[src/rtl/riscv_pkg.sv]
// Shared definitions for the instruction fetch sequencer: FSM state
// encoding and the default PC constants used by the sequencer top.
package riscv_pkg;

    typedef enum logic [2:0] {
        ST_IDLE = 3'd0,
        ST_REQ  = 3'd1,
        ST_WAIT = 3'd2,
        ST_HOLD = 3'd3,
        ST_HALT = 3'd4
    } seq_state_t;

    localparam int unsigned DEFAULT_PC_STEP  = 4;
    localparam logic [31:0] DEFAULT_RESET_PC = 32'h0000_0000;

endpackage

[src/rtl/pc_next_calc.sv]
// Combinational next-PC selection: jump beats branch beats sequential.
// Redirect targets are word-aligned and a misaligned request is flagged.
module pc_next_calc #(
    parameter int unsigned PC_STEP = 4
) (
    input  logic [31:0] instr_pc_i,
    input  logic        branch_i,
    input  logic [31:0] branch_offset_i,
    input  logic        jump_i,
    input  logic [31:0] jump_target_i,
    output logic [31:0] next_pc_o,
    output logic        misalign_o
);

    logic [31:0] raw_target;
    logic        redirect;

    // Pick the raw target by priority, then clear the low bits of redirects
    always_comb begin
        raw_target = instr_pc_i + 32'(PC_STEP);
        redirect   = 1'b0;
        if (jump_i) begin
            raw_target = jump_target_i;
            redirect   = 1'b1;
        end else if (branch_i) begin
            raw_target = instr_pc_i + branch_offset_i;
            redirect   = 1'b1;
        end
        next_pc_o  = redirect ? {raw_target[31:2], 2'b00} : raw_target;
        misalign_o = redirect && (raw_target[1:0] != 2'b00);
    end

endmodule

[src/rtl/pc_sequencer.sv]
// Instruction fetch sequencer: requests one instruction at a time from
// instruction memory, holds it for the consumer, and computes the next PC
// from the consumer's branch/jump/finish decision on retirement.
module pc_sequencer
    import riscv_pkg::*;
#(
    parameter logic [31:0] RESET_PC = DEFAULT_RESET_PC,
    parameter int unsigned PC_STEP  = DEFAULT_PC_STEP
) (
    input  logic        clk,
    input  logic        reset,
    input  logic        start,
    output logic        imem_req,
    output logic [31:0] imem_addr,
    input  logic        imem_ack,
    input  logic [31:0] imem_rdata,
    output logic [31:0] instr,
    output logic [31:0] instr_pc,
    output logic        instr_valid,
    input  logic        instr_ready,
    input  logic        finish_flag,
    input  logic        branch,
    input  logic [31:0] branch_offset,
    input  logic        jump,
    input  logic [31:0] jump_target,
    output logic        halted,
    output logic        misalign_err,
    output logic [31:0] retired_count
);

    seq_state_t  state_q;
    logic [31:0] pc_q;
    logic [31:0] instr_q;
    logic [31:0] instr_pc_q;
    logic        req_q;
    logic        valid_q;
    logic        halted_q;
    logic        misalign_q;
    logic [31:0] retired_q;
    logic [31:0] next_pc_d;
    logic        misalign_d;

    pc_next_calc #(
        .PC_STEP(PC_STEP)
    ) u_pc_next_calc (
        .instr_pc_i      (instr_pc_q),
        .branch_i        (branch),
        .branch_offset_i (branch_offset),
        .jump_i          (jump),
        .jump_target_i   (jump_target),
        .next_pc_o       (next_pc_d),
        .misalign_o      (misalign_d)
    );

    // Fetch FSM with all outputs registered alongside the state
    always_ff @(posedge clk or negedge reset) begin
        if (!reset) begin
            state_q    <= ST_IDLE;
            pc_q       <= RESET_PC;
            instr_q    <= 32'h0;
            instr_pc_q <= 32'h0;
            req_q      <= 1'b0;
            valid_q    <= 1'b0;
            halted_q   <= 1'b0;
            misalign_q <= 1'b0;
            retired_q  <= 32'h0;
        end else begin
            case (state_q)
                ST_IDLE, ST_HALT: begin
                    if (start) begin
                        pc_q     <= RESET_PC;
                        req_q    <= 1'b1;
                        halted_q <= 1'b0;
                        state_q  <= ST_REQ;
                    end
                end
                ST_REQ, ST_WAIT: begin
                    if (imem_ack) begin
                        instr_q    <= imem_rdata;
                        instr_pc_q <= pc_q;
                        req_q      <= 1'b0;
                        valid_q    <= 1'b1;
                        state_q    <= ST_HOLD;
                    end else begin
                        state_q <= ST_WAIT;
                    end
                end
                ST_HOLD: begin
                    if (instr_ready) begin
                        retired_q <= retired_q + 32'd1;
                        valid_q   <= 1'b0;
                        if (finish_flag) begin
                            halted_q <= 1'b1;
                            state_q  <= ST_HALT;
                        end else begin
                            pc_q       <= next_pc_d;
                            misalign_q <= misalign_q | misalign_d;
                            req_q      <= 1'b1;
                            state_q    <= ST_REQ;
                        end
                    end
                end
                default: begin
                    req_q    <= 1'b0;
                    valid_q  <= 1'b0;
                    halted_q <= 1'b0;
                    state_q  <= ST_IDLE;
                end
            endcase
        end
    end

    assign imem_req      = req_q;
    assign imem_addr     = pc_q;
    assign instr         = instr_q;
    assign instr_pc      = instr_pc_q;
    assign instr_valid   = valid_q;
    assign halted        = halted_q;
    assign misalign_err  = misalign_q;
    assign retired_count = retired_q;

endmodule

[config.mk]
export PLATFORM = sky130hd
export DESIGN_NAME = pc_sequencer
export DESIGN_NICKNAME = d
export VERILOG_FILES = /design/src/rtl/riscv_pkg.sv /design/src/rtl/pc_next_calc.sv /design/src/rtl/pc_sequencer.sv
export SDC_FILE = /design/constraint.sdc
export NUM_CORES = 1
export LEC_CHECK = 0
export ABC_AREA = 1
export CAP_MARGIN = 10
export CORE_AREA = 2 2 123 125
export CTS_CLUSTER_SIZE = 25
export DETAILED_ROUTE_END_ITERATION = 8
export DIE_AREA = 0 0 125 127
export DONT_BUFFER_PORTS = 1
export PLACE_DENSITY = 0.89
export SLEW_MARGIN = 20
export SYNTH_ARGS = -nofsm -noshare
export SYNTH_HDL_FRONTEND = slang
export SYNTH_SLANG_ARGS = --single-unit
export TNS_END_PERCENT = 30
[constraint.sdc]
create_clock -name clk -period 2.4 [get_ports clk]
set_input_delay 0.24 -clock clk [delete_from_list [all_inputs] [get_ports clk]]
set_output_delay 0.24 -clock clk [all_outputs]
set_load 0.02 [all_outputs]
==> results.cfg <==
[place]
dp_hpwl_mm = 21.9
place_inst = 1608
port-buffer-count = 0
place_congestion = 0.938
post-place-ws_ns = 0.156

[outcome]
status = complete, but fails checks
violations = negative hold slack

[power]
p_sw_frac = 0.480
internal_power_uw = 6440
p_leak_uw = 0.00592
finalPower_uw = 12400
ir_worst_vdd_uv = 905
seqPwrFrac = 0.357
powerDensity_nw_per_um2 = 1150
power.switching_uw = 5950
clkPwrFrac = 0.223
power.share.combinational = 0.420

[layout]
area_growth_pct = 15.8
drive_gt1_frac = 0.0860
nNetsFinal = 1614
post-route-util = 0.749
final_cells = 1674

[drt]
wire_per_inst_um = 17.7
dr.pass1.iters = 6
drtIter0Drc = 1098
drtAntennaViolNets = 0
vias_per_cell = 5.73
vias = 9586
drt_drc_violations_left = 0
wl_mm = 29.6

[sta]
slew_viol_final = 0
worst_pin_slew_ns = 0.616
max_freq_mhz = 447
timing.slew.headroom = 0.587
period_share = 0.933
worst_slack_ns = 0.161
hold_viol_final = 135
skew_ns = 0.0100
fin_crit_ns = 2.24
holdWs_ns = -0.482
setup_violations = 0

[worst_setup_path]
critPathArrivalTime_ns = 2.53
required_ns = 2.69
end_kind = flop
critPathMaxFanout = 5
cp-start-kind = flop
crit_type = flop to flop

[grt]
grt_max_degree = 136
antenna_found_initial = 2
gr-usage-all-layers = 0.375
grt_overflow_total = 0
grt_pass1_wl_mm = 47.1
grt_pass1_vias = 9218

[floorplan]
row_count = 44
ios = 236
die_area_sq_um = 15900
core_sq_um = 14400
start_util = 0.647
die_x_um = 125
die_y_um = 127

[logic_synthesis]
synth_ff_type = dfrtp_1
synth-seq-cells = 135
synth.avg_cell_area_sq_um = 6.62
synth_common_cells = nand2_1, inv_1, dfrtp_1, nor2_1, nand3_1
synth.distinct_cells = 40
synth_fp_nets = 1547
yosys.area.top_type = dfrtp_1
syn_area_sq_um = 9330
synth_edf_count = 0
synth_cells = 1409
yosys_warnings = 0
netlist_top_cells_area = dfrtp_1, nand2_1, inv_1
synth_most_common_cell = nand2_1
synth_top_cell_area_share = 0.362
seq_area_frac_synth = 0.362
async_flop_share = 1.00

[clock_network]
hold_buffers = 32
clock_tree.root_cell = clkbuf_16
clk_transition_reported_paths_ns = 0.07
cts.sinks = 135
cts_buffers = 17
cts_tree = done
clock_path_buffers = 2
htree_levels = 4
clkLatencyLatePin_ns = 0.41

[worst_hold_path]
hold_class = input port to async pin

[run]
cap_violations = 0
## logic make-up (layout without fill, tap and decap cells)
logic type / after synthesis / count (layout) / synth area share
xor gates and xnor gates: 47 / 47 / 0.0441
buffers and inverters: 234 / 314 / 0.0960
AOI/OAI and AO/OA: 129 / 129 / 0.0746
adders and majority gates: 34 / 34 / 0.0464
other: 0 / 1 / 0
DFF: 135 / 135 / 0.362
and+or+nand+nor: 830 / 830 / 0.377
## state kept, by name, summed over array words and instances (netlist names)
name           count
instr_valid        1
instr_pc          32
misalign_err       1
retired_count     32
state_q            3
imem_req           1
halted             1
instr             32
imem_addr         32
## layer usage
layer	vias to the layer above	global-route usage	wire (um)
met5	-	0	15
met4	2	0.147	1140
met3	95	0.103	3730
met2	582	0.600	13400
met1	4383	0.489	11200
li1	4524	-	-
## worst paths after layout
kind | startpoint | endpoint | slack [ns] | cells after the start
max in group asynchronous | reset | imem_addr[16] | 2.67 | 0
max reg2reg | instr_pc[3] | imem_addr[24] | 0.16 | 13
min reg2reg | state_q[2] | state_q[2] | 0.58 | 2
max | instr_pc[3] | imem_addr[24] | 0.16 | 13
min in group clk | jump_target[6] | imem_addr[6] | 0.02 | 2
min | reset | instr[29] | -0.48 | 0
## cell type report
| cell class | count | area, sq um |
|---|---|---|
| Fill cell | 1118 | 3620 |
| Antenna cell | 1 | 2.50 |
| Tap cell | 184 | 230 |
| Multi-Input combinational cell | 1040 | 5110 |
| Clock inverter | 14 | 186 |
| Inverter | 203 | 762 |
| Sequential cell | 135 | 3380 |
| Timing Repair Buffer | 79 | 698 |
| Clock buffer | 18 | 439 |
## cell usage in the layout, fill, tap and decap left out, types with 29 or more instances in the layout
master,n
nand2_1,551
inv_1,199
dfrtp_1,134
nor2_1,127
nand3_1,70
o21ai_0,63
buf_4,45
a21oi_1,39
dlygate4sd3_1,32
ha_1,29
## worst max-delay path, stage by stage (launching register included)
cell and delay (ns):
dfrtp_1 0.36, buf_4 0.18, ha_1 0.22, nand2_2 0.10
nor3_4 0.31, nand3_2 0.15, nor2_2 0.16, nand2_1 0.14
xor2_1 0.18, nand2_1 0.07, nand2_1 0.06, nand2_1 0.05
nand2_1 0.07, nand2_1 0.06
## repair_timing
| action | CTS | global route |
|---|---|---|
| resized for setup | 0 | 11 |
| setup buffers | 0 | 1 |
| endpoints found under the hold margin | 167 | 135 |
| endpoints found under the setup margin | 0 | 16 |
## metrics by stage
stage / TNS, ns / area, sq um
after floorplan: 0 / 9330
after global placement: 0 / 9800
after detailed placement: 0 / 9800
after CTS: 0 / 10700
after global routing: -0.0370 / 10800
final: 0 / 10800
## power groups by stage
stage / Sequential [uW] / Clock, uW / Combinational [uW]
finish: 4420 / 2770 / 5200
global route: 4480 / 2870 / 5800
CTS: 4380 / 2770 / 5020
detailed placement: 4390 / 0 / 4960
global placement: 4390 / 0 / 4800
floorplan: 4490 / 0 / 3210
(Power assumes the default switching activity.)
